## src/rtl/line_buffer_ctrl_if.sv

```systemverilog
`default_nettype none
// ============================================================================
//  Module      : line_buffer_ctrl_if
//  Description : Pixel-input / line-buffer / window bundle for
//                line_buffer_ctrl. The slave modport is the controller; the
//                master modport is the surrounding datapath / line buffers.
//  Revision    : 1.0  initial release
// ============================================================================
interface line_buffer_ctrl_if #(
    parameter int DATA_WIDTH = 8
);
    logic                        inPixelValid;
    logic [4*3*DATA_WIDTH-1:0]   lbRdData;
    logic [3:0]                  lbWrEn;
    logic [3:0]                  lbRdEn;
    logic [9*DATA_WIDTH-1:0]     window;
    logic                        windowValid;
    logic                        rdBuffEmpty;
    logic                        ovfErr;

    modport master (
        output inPixelValid,
        output lbRdData,
        input  lbWrEn,
        input  lbRdEn,
        input  window,
        input  windowValid,
        input  rdBuffEmpty,
        input  ovfErr
    );

    modport slave (
        input  inPixelValid,
        input  lbRdData,
        output lbWrEn,
        output lbRdEn,
        output window,
        output windowValid,
        output rdBuffEmpty,
        output ovfErr
    );
endinterface
`default_nettype wire

```

## src/rtl/line_buffer_ctrl.sv

```systemverilog
`default_nettype none
// ============================================================================
//  Module      : line_buffer_ctrl
//  Description : Sequences four line buffers feeding a 3x3 kernel. Writes
//                fill the buffers round-robin; once three lines are stored
//                a READ burst of IMG_WIDTH cycles assembles 3x3 windows from
//                the three oldest lines.
//  Options     : LB_CTRL_OVF_DET_EN - enables the sticky ovfErr flag set on
//                any dropped write (otherwise ovfErr is tied low).
//  Revision    : 1.0  initial release
// ============================================================================
module line_buffer_ctrl #(
    parameter int DATA_WIDTH = 8,
    parameter int IMG_WIDTH  = 512
) (
    input  wire logic           clk,
    input  wire logic           rst,
    line_buffer_ctrl_if.slave   bus
);

    localparam int PIX_W  = $clog2(IMG_WIDTH);
    localparam int FILL_W = $clog2(4*IMG_WIDTH + 1);
    localparam int ROW_W  = 3*DATA_WIDTH;

    localparam logic [FILL_W-1:0] FILL_FULL  = FILL_W'(4*IMG_WIDTH);
    localparam logic [FILL_W-1:0] FILL_READY = FILL_W'(3*IMG_WIDTH);
    localparam logic [PIX_W-1:0]  PIX_LAST   = PIX_W'(IMG_WIDTH-1);

    typedef enum logic [0:0] {
        ST_IDLE = 1'b0,
        ST_READ = 1'b1
    } state_t;

    state_t             state;
    state_t             state_next;

    logic [1:0]         wr_line_sel;
    logic [PIX_W-1:0]   wr_pix_cnt;
    logic [1:0]         rd_line_sel;
    logic [1:0]         rd_sel1;
    logic [1:0]         rd_sel2;
    logic [PIX_W-1:0]   rd_pix_cnt;
    logic [FILL_W-1:0]  fill_cnt;
    logic               rd_buff_empty;

    logic               reading;
    logic               rd_last;
    logic               wr_drop;
    logic               wr_accept;
    logic               read_start;

    logic [ROW_W-1:0]   taps [4];

    assign reading    = (state == ST_READ);
    assign rd_last    = reading && (rd_pix_cnt == PIX_LAST);
    // A write is only lost when every buffer slot is occupied and no read
    // frees one in the same cycle.
    assign wr_drop    = bus.inPixelValid && (fill_cnt == FILL_FULL) && !reading;
    assign wr_accept  = bus.inPixelValid && !wr_drop;
    assign read_start = (state == ST_IDLE) && (state_next == ST_READ);
    assign rd_sel1    = rd_line_sel + 2'd1;
    assign rd_sel2    = rd_line_sel + 2'd2;

    // Split the packed tap bus into one row per line buffer.
    for (genvar n = 0; n < 4; n++) begin : g_tap
        assign taps[n] = bus.lbRdData[n*ROW_W +: ROW_W];
    end

    // Window rows: oldest line (rd_line_sel) in the low bits.
    always_comb begin
        bus.window = {taps[rd_sel2], taps[rd_sel1], taps[rd_line_sel]};
    end

    // One-hot write steering to the buffer currently being filled.
    always_comb begin
        bus.lbWrEn = 4'b0000;
        if (wr_accept) begin
            bus.lbWrEn = 4'b0001 << wr_line_sel;
        end
    end

    // Read FSM state register.
    always_ff @(posedge clk) begin
        if (rst) begin
            state <= ST_IDLE;
        end else begin
            state <= state_next;
        end
    end

    // Read FSM next-state and read-side outputs.
    always_comb begin
        state_next      = state;
        bus.lbRdEn      = 4'b0000;
        bus.windowValid = 1'b0;
        case (state)
            ST_IDLE: begin
                if (fill_cnt >= FILL_READY) begin
                    state_next = ST_READ;
                end
            end
            ST_READ: begin
                bus.lbRdEn      = (4'b0001 << rd_line_sel) |
                                  (4'b0001 << rd_sel1)     |
                                  (4'b0001 << rd_sel2);
                bus.windowValid = 1'b1;
                if (rd_last) begin
                    state_next = ST_IDLE;
                end
            end
            default: state_next = ST_IDLE;
        endcase
    end

    // Write pointer: pixel count within the line, then next buffer on wrap.
    always_ff @(posedge clk) begin
        if (rst) begin
            wr_pix_cnt  <= '0;
            wr_line_sel <= 2'd0;
        end else if (wr_accept) begin
            wr_pix_cnt <= wr_pix_cnt + 1'b1;
            if (wr_pix_cnt == PIX_LAST) begin
                wr_line_sel <= wr_line_sel + 2'd1;
            end
        end
    end

    // Read pointer: advances every READ cycle, oldest line moves on at the end.
    always_ff @(posedge clk) begin
        if (rst) begin
            rd_pix_cnt  <= '0;
            rd_line_sel <= 2'd0;
        end else if (reading) begin
            rd_pix_cnt <= rd_pix_cnt + 1'b1;
            if (rd_last) begin
                rd_line_sel <= rd_line_sel + 2'd1;
            end
        end
    end

    // Occupancy: +1 per accepted write, -1 per read cycle, hold when both.
    always_ff @(posedge clk) begin
        if (rst) begin
            fill_cnt <= '0;
        end else begin
            case ({wr_accept, reading})
                2'b10:   fill_cnt <= fill_cnt + 1'b1;
                2'b01:   fill_cnt <= fill_cnt - 1'b1;
                default: fill_cnt <= fill_cnt;
            endcase
        end
    end

    // Buffer-released flag: set after the last read of a line, cleared when
    // the next burst starts.
    always_ff @(posedge clk) begin
        if (rst) begin
            rd_buff_empty <= 1'b0;
        end else if (rd_last) begin
            rd_buff_empty <= 1'b1;
        end else if (read_start) begin
            rd_buff_empty <= 1'b0;
        end
    end

    assign bus.rdBuffEmpty = rd_buff_empty;

`ifdef LB_CTRL_OVF_DET_EN
    logic ovf_err;

    // Sticky overflow flag, cleared only by reset.
    always_ff @(posedge clk) begin
        if (rst) begin
            ovf_err <= 1'b0;
        end else if (wr_drop) begin
            ovf_err <= 1'b1;
        end
    end

    assign bus.ovfErr = ovf_err;
`else
    assign bus.ovfErr = 1'b0;
`endif

endmodule
`default_nettype wire

```

## src/flat_wrapper.sv

```systemverilog
// flat-port wrapper written by rule: the top's interface ports become plain ports
module line_buffer_ctrl_flat 
#(
    parameter int DATA_WIDTH = 8,
    parameter int IMG_WIDTH  = 512
)
  (clk, rst, bus_inPixelValid, bus_lbRdData, bus_lbWrEn, bus_lbRdEn, bus_window, bus_windowValid, bus_rdBuffEmpty, bus_ovfErr);
  line_buffer_ctrl_if #(.DATA_WIDTH(DATA_WIDTH)) bus_i ();
  input  wire logic clk;
  input  wire logic rst;
  input wire logic [$bits(bus_i.inPixelValid)-1:0] bus_inPixelValid;
  input wire logic [$bits(bus_i.lbRdData)-1:0] bus_lbRdData;
  output wire logic [$bits(bus_i.lbWrEn)-1:0] bus_lbWrEn;
  output wire logic [$bits(bus_i.lbRdEn)-1:0] bus_lbRdEn;
  output wire logic [$bits(bus_i.window)-1:0] bus_window;
  output wire logic [$bits(bus_i.windowValid)-1:0] bus_windowValid;
  output wire logic [$bits(bus_i.rdBuffEmpty)-1:0] bus_rdBuffEmpty;
  output wire logic [$bits(bus_i.ovfErr)-1:0] bus_ovfErr;
  assign bus_i.inPixelValid = bus_inPixelValid;
  assign bus_i.lbRdData = bus_lbRdData;
  assign bus_lbWrEn = bus_i.lbWrEn;
  assign bus_lbRdEn = bus_i.lbRdEn;
  assign bus_window = bus_i.window;
  assign bus_windowValid = bus_i.windowValid;
  assign bus_rdBuffEmpty = bus_i.rdBuffEmpty;
  assign bus_ovfErr = bus_i.ovfErr;
  line_buffer_ctrl #(.DATA_WIDTH(DATA_WIDTH), .IMG_WIDTH(IMG_WIDTH)) u_core (.clk(clk), .rst(rst), .bus(bus_i));
endmodule
```

## config.mk

```make
export PLATFORM = sky130hd
export DESIGN_NAME = line_buffer_ctrl_flat
export DESIGN_NICKNAME = d
export VERILOG_FILES = /design/src/rtl/line_buffer_ctrl_if.sv /design/src/rtl/line_buffer_ctrl.sv /design/src/flat_wrapper.sv
export SDC_FILE = /design/constraint.sdc
export NUM_CORES = 1
export LEC_CHECK = 0
export CAP_MARGIN = 20
export CORE_MARGIN = 3
export CORE_UTILIZATION = 38
export CTS_CLUSTER_SIZE = 12
export DETAILED_ROUTE_END_ITERATION = 10
export GPL_ROUTABILITY_DRIVEN = 0
export PLACE_DENSITY = 0.78
export SYNTH_ARGS = -nofsm -noshare
export SYNTH_HDL_FRONTEND = slang
export SYNTH_SLANG_ARGS = --single-unit
```

## constraint.sdc

```tcl
create_clock -name clk -period 2.94 [get_ports clk]
set_clock_uncertainty 0.05 [all_clocks]
set_input_delay 0.441 -clock clk [delete_from_list [all_inputs] [get_ports clk]]
set_output_delay 0.441 -clock clk [all_outputs]
set_load 0.005 [all_outputs]
```

## Word-level counts from Yosys, hierarchy flattened

Index checks and enable logic that the tools add are counted.

- Bits in registers: 36
- Bits of input ports: 99
- Output and inout bits: 83
- Logic and storage cells: 62

- $add $sub $neg: 7
- Magnitude comparators: 4
- Eq/ne operators: 5
- Shift operators: 4
- Mux-type cells: 18
- Bitwise operators: 6
- Reductions and logical operators: 11

Operator list:

| kind | count |
|---|---|
| $bmux 24 s2 | 3 |
| $mux 24 | 6 |
| $pmux 12 s2 | 1 |
| $add 9x1->9 const B | 2 |
| $eq 9x9->1 const B | 2 |
| $shl 1x2->4 const A | 4 |
| $add 12x1->12 const B | 1 |
| $eq 12x12->1 const B | 1 |
| $ge 12x11->1 const B | 1 |
| $sub 12x1->12 const B | 1 |
| $ge 3x3->1 const B | 3 |
| $not 2->3 | 3 |
| $mux 4 | 2 |
| $or 4x4->4 | 2 |
| $logic_and 1x1->1 | 5 |
| $mux 1 | 5 |
| $add 2x1->2 const B | 2 |
| $reduce_and 2->1 | 2 |
| $reduce_bool 2->1 | 2 |
| $add 2x2->2 const B | 1 |
| $eq 2x1->1 const B | 1 |
| $eq 2x2->1 const B | 1 |
| $logic_not 1->1 | 2 |
| $pmux 1 s2 | 1 |
| $not 1->1 | 1 |

## Longest topological paths before layout

- Word-level depth: 7
- Gate-level depth with buffers: 8
- Gate-level depth less buffers: 8

## Least setup slack after synthesis

Ideal clock, no wire load.

- Kind: register -> output
- Start: register u_core.rd_line_sel[0]
- End: output port bus_window[28]
- Arrival: 2.343 ns
- Required time: 2.449 ns
- Slack: 0.106 ns
- Cell stages (with the launch flop): 8
- Path buffers: 4
- Cells stage by stage: dfxtp_1 clkbuf_1 buf_2 inv_1 ha_1 clkbuf_1 clkbuf_1 mux4_2

- Longest elaborated chain between the ends: 5

RTL lines:

| element | RTL line | source |
|---|---|---|
| from (decl) | line_buffer_ctrl.sv:39 | `logic [1:0] rd_line_sel;` |
| from (signal assigned) | line_buffer_ctrl.sv:136 | `rd_line_sel <= rd_line_sel + 2'd1;` |
| $add 2x1->2 | line_buffer_ctrl.sv:61 | `assign rd_sel1 = rd_line_sel + 2'd1;` |
| named net u_core.rd_sel1[0] | line_buffer_ctrl.sv:40 | `logic [1:0] rd_sel1;` |
| $not 2->3 (implied by the code) | line_buffer_ctrl.sv:71 | `bus.window = {taps[rd_sel2], taps[rd_sel1], taps[rd_line_sel]};` |
| $bmux 24 s2 | line_buffer_ctrl.sv:71 |  |
| $mux 24 (implied by the code) (2 in series) | line_buffer_ctrl.sv:71 |  |
| to (decl) | flat_wrapper.sv:15 | `output wire logic [$bits(bus_i.window)-1:0] bus_window;` |

The timed path passes the listed nets, and every way through them passes these cells. The select of a mux whose other input is x is not followed.

## Worst setup path after layout

- Start: register u_core.fill_cnt[0]
- End: output port bus_lbWrEn[0]

- Longest elaborated chain between the ends: 6

RTL lines:

| element | RTL line | source |
|---|---|---|
| from (decl) | line_buffer_ctrl.sv:43 | `logic [FILL_W-1:0] fill_cnt;` |
| from (signal assigned) | line_buffer_ctrl.sv:147 | `2'b10: fill_cnt <= fill_cnt + 1'b1;` |
| from (signal assigned) | line_buffer_ctrl.sv:148 | `2'b01: fill_cnt <= fill_cnt - 1'b1;` |
| from (signal assigned) | line_buffer_ctrl.sv:149 | `default: fill_cnt <= fill_cnt;` |
| $eq 12x12->1 | line_buffer_ctrl.sv:58 | `assign wr_drop = bus.inPixelValid && (fill_cnt == FILL_FULL) && !reading;` |
| $logic_and 1x1->1 (2 in series) | line_buffer_ctrl.sv:58 |  |
| $logic_not 1->1 | line_buffer_ctrl.sv:59 | `assign wr_accept = bus.inPixelValid && !wr_drop;` |
| $logic_and 1x1->1 | line_buffer_ctrl.sv:59 |  |
| $mux 4 | line_buffer_ctrl.sv:77 | `if (wr_accept) begin` |
| to (decl) | flat_wrapper.sv:13 | `output wire logic [$bits(bus_i.lbWrEn)-1:0] bus_lbWrEn;` |

Every way passes these cells.

==> impl_metrics.yaml <==
status:
  status: "complete, no violations"
layout:
  final_net_count: 649
  final.fill_count: 767
  final_core_util_pct: 60.91
  antenna_cells: 0
  area_growth_pct: 54.65
  drive_gt1_share_pct: 20.27
setup_path:
  cp_max_fo: 5
  crit_arrival_ps: 2320
  cp.required_ps: 2450
  critPathLaunchType: "flop"
  critPathCaptureType: "primary output"
  r2r_start: "u_core.reading"
  rr_worst_depth: 8
  ff2ff_setup_slack_ps: 580
  r2r_end: "u_core.fill_cnt[11]"
  critPathKind: "reg2out"
global_routing:
  grt_pass1_vias: 3707
  track_usage_pct: 22.18
  antenna_found_initial: 0
  grt_pass1_wl_um: 19980
  gr-total-overflow: 0
  grt_max_degree: 64
synth:
  synth_ff_type: "dfxtp_1"
  synth_cell_types: 48
  ys_seq_area_share_pct: 18.55
  syn_inst: 348
  synth_top_area_share_pct: 41.74
  post-synth-top-area-cell: "mux4_2"
  synthTopCellsByArea: "mux4_2 42%, dfxtp_1 19%, ha_1 7.1%"
  synth_nets: 470
  ys_top_cells_by_count: "72 x mux4_2, 36 x dfxtp_1, 30 x nand2_1"
  synth_area_mm2: 0.003885
  synthArstFlopShare_pct: 0
  synth-edff-count: 0
  yosysMostFrequentCell: "mux4_2"
  yosysWarningCount: 0
  ys_ff_latch: 36
  synth_area_per_cell_um2: 11.16
floorplan:
  ioPinCount: 182
  start_util_pct: 39.38
  fp.dieH_um: 107.1
  die_w_um: 107.1
  dieArea_mm2: 0.01147
  row_count: 36
  core_area_mm2: 0.009864
drt:
  wl_met3_um: 1148
  firstDrtPassIters: 4
  vias_per_cell: 5.744
  drt-initial-drc-count: 257
  wl_met2_um: 6831
  top_layer_used: "met4"
  drt-met1-wl_um: 4763
  drc: 0
  ant_nets: 0
  drt-total-wl_um: 13100
  routedWlPerCell_um: 19.82
  vias: 3797
power_and_ir_drop:
  seq_power_share_pct: 38.5
  powerDensity_mw_per_mm2: 216.8
  pwr-share-clk_pct: 27.8
  comb_power_share_pct: 33.7
  p_int_uw: 974.9
  ir_drop_v: 0.0002249
  power_mw: 1.303
  swShare_pct: 25.16
  p_leak_nw: 2.087
  switching_power_uw: 327.7
clock_tree:
  cts_hold_buf: 0
  cts.sinks: 36
  clk_latency_ps: 280
  clockBufferDepth: 2
  htreeDepth: 2
  cts_tree: "yes"
  clkTransAtPathRegs_ps: 70
  cts.root.buffer_cell: "clkbuf_8"
  cts_made_buffers: 5
sta:
  fmax_mhz: 355.4
  period_minus_slack_ps: 2814
  finalCritPeriodShare_pct: 95.71
  hold_violations: 0
  worst_pin_slew_ps: 641.0
  setup_viol: 0
  holdWs_ps: 409.7
  final_max_slew_viol_count: 0
  max_slew_margin_pct: 57.27
  rsz0062_at_grt: "false"
  setup_tns_ps: 0
  setup_ws_ps: 126.1
placement:
  port_buffers: 180
  dp_hpwl_um: 10600
  place_ws_ps: 7.806
min_path:
  hold_path_end: "u_core.wr_pix_cnt[8]"
  min_from: "u_core.wr_pix_cnt[8]"
  min_delay_path_depth: 2
  hold_class: "reg2reg"
run:
  drv_cap: 0
==> cell usage in the layout (no fill, tap or decap), types with 8 or more instances in the layout <==
cell	n
dfxtp_1	34
nor2_1	19
buf_4	17
xor2_1	8
nor2b_1	12
xnor2_1	8
mux4_2	72
nand2_1	30
inv_1	8
a21oi_1	26
clkdlybuf4s50_1	180
o21ai_0	9
ha_1	21
==> sequential cells by signal, indices dropped and copies added (netlist names) <==
register	flops
u_core.bus.rdBuffEmpty	1
u_core.rd_pix_cnt	9
u_core.wr_line_sel	2
u_core.fill_cnt	12
u_core.reading	1
u_core.rd_line_sel	2
u_core.wr_pix_cnt	9
==> metrics by stage <==
step,instances,cell area [um2]
2_1_floorplan,348,3885
3_3_place_gp,651,5886
3_5_place_dp,651,5886
4_1_cts,659,5979
5_1_grt,661,6008
6_report,661,6008
==> layer usage <==
metal / GRT usage, % / vias up
met4: 7.671 / 0
met2: 40.13 / 149
li1: - / 1755
met1: 25.62 / 1877
met3: 4.997 / 16
met5: 0 / -
==> critical path, stage by stage (launching register included) <==
cell and delay (ps):
dfxtp_1 360, or4_4 590, o41a_1 480, and2_1 180
clkdlybuf4s50_1 440
==> repair_timing <==
item                       4_1_cts  5_1_grt
setup endpoints to repair        0       24
hold endpoints to repair         0        0
gates resized for setup          0        3
buffers inserted                 0        2
==> how the worst max path moves through the flow <==
stage	startpoint	end	slack, ps	depth (start not counted)
after floorplan	u_core.rd_line_sel[0]	bus_window[28]	110	7
after global placement	bus_inPixelValid	u_core.fill_cnt[11]	40	9
after detailed placement	bus_inPixelValid	u_core.fill_cnt[11]	8	9
after CTS	u_core.rd_line_sel[0]	bus_window[31]	5	5
after global routing	u_core.fill_cnt[0]	bus_lbWrEn[0]	10	4
final	u_core.fill_cnt[0]	bus_lbWrEn[0]	130	4
==> area by class of cell <==
type / instances / area, um2 / area share (%)
Clock buffer: 7 / 86.33 / 1.437
Clock inverter: 1 / 7.507 / 0.1249
Inverter: 8 / 30.03 / 0.4998
Multi-Input combinational cell: 277 / 3015 / 50.19
Sequential cell: 36 / 725.7 / 12.08
Tap cell: 133 / 166.4 / 2.770
Timing Repair Buffer: 199 / 1977 / 32.90
==> power by group through the flow <==
stage | clock [mW] | sequential [mW] | combinational (mW)
global placement | 0 | 0.512 | 0.424
finish | 0.363 | 0.501 | 0.439
global route | 0.404 | 0.502 | 0.464
detailed placement | 0 | 0.512 | 0.436
CTS | 0.381 | 0.501 | 0.439
floorplan | 0 | 0.511 | 0.134
==> cell families after synthesis <==
group	Yosys count	share of synthesized area, %
AO/OA/AOI/OAI	58	9.952
XOR/XNOR	16	3.607
adder cells (fa/ha/maj)	23	7.601
buffers and inverters	35	3.994
flip-flops	36	18.55
multiplexers	74	42.25
other	1	0.09653
AND/OR/NAND/NOR	105	13.95
Power figures use the tool's default switching activity.
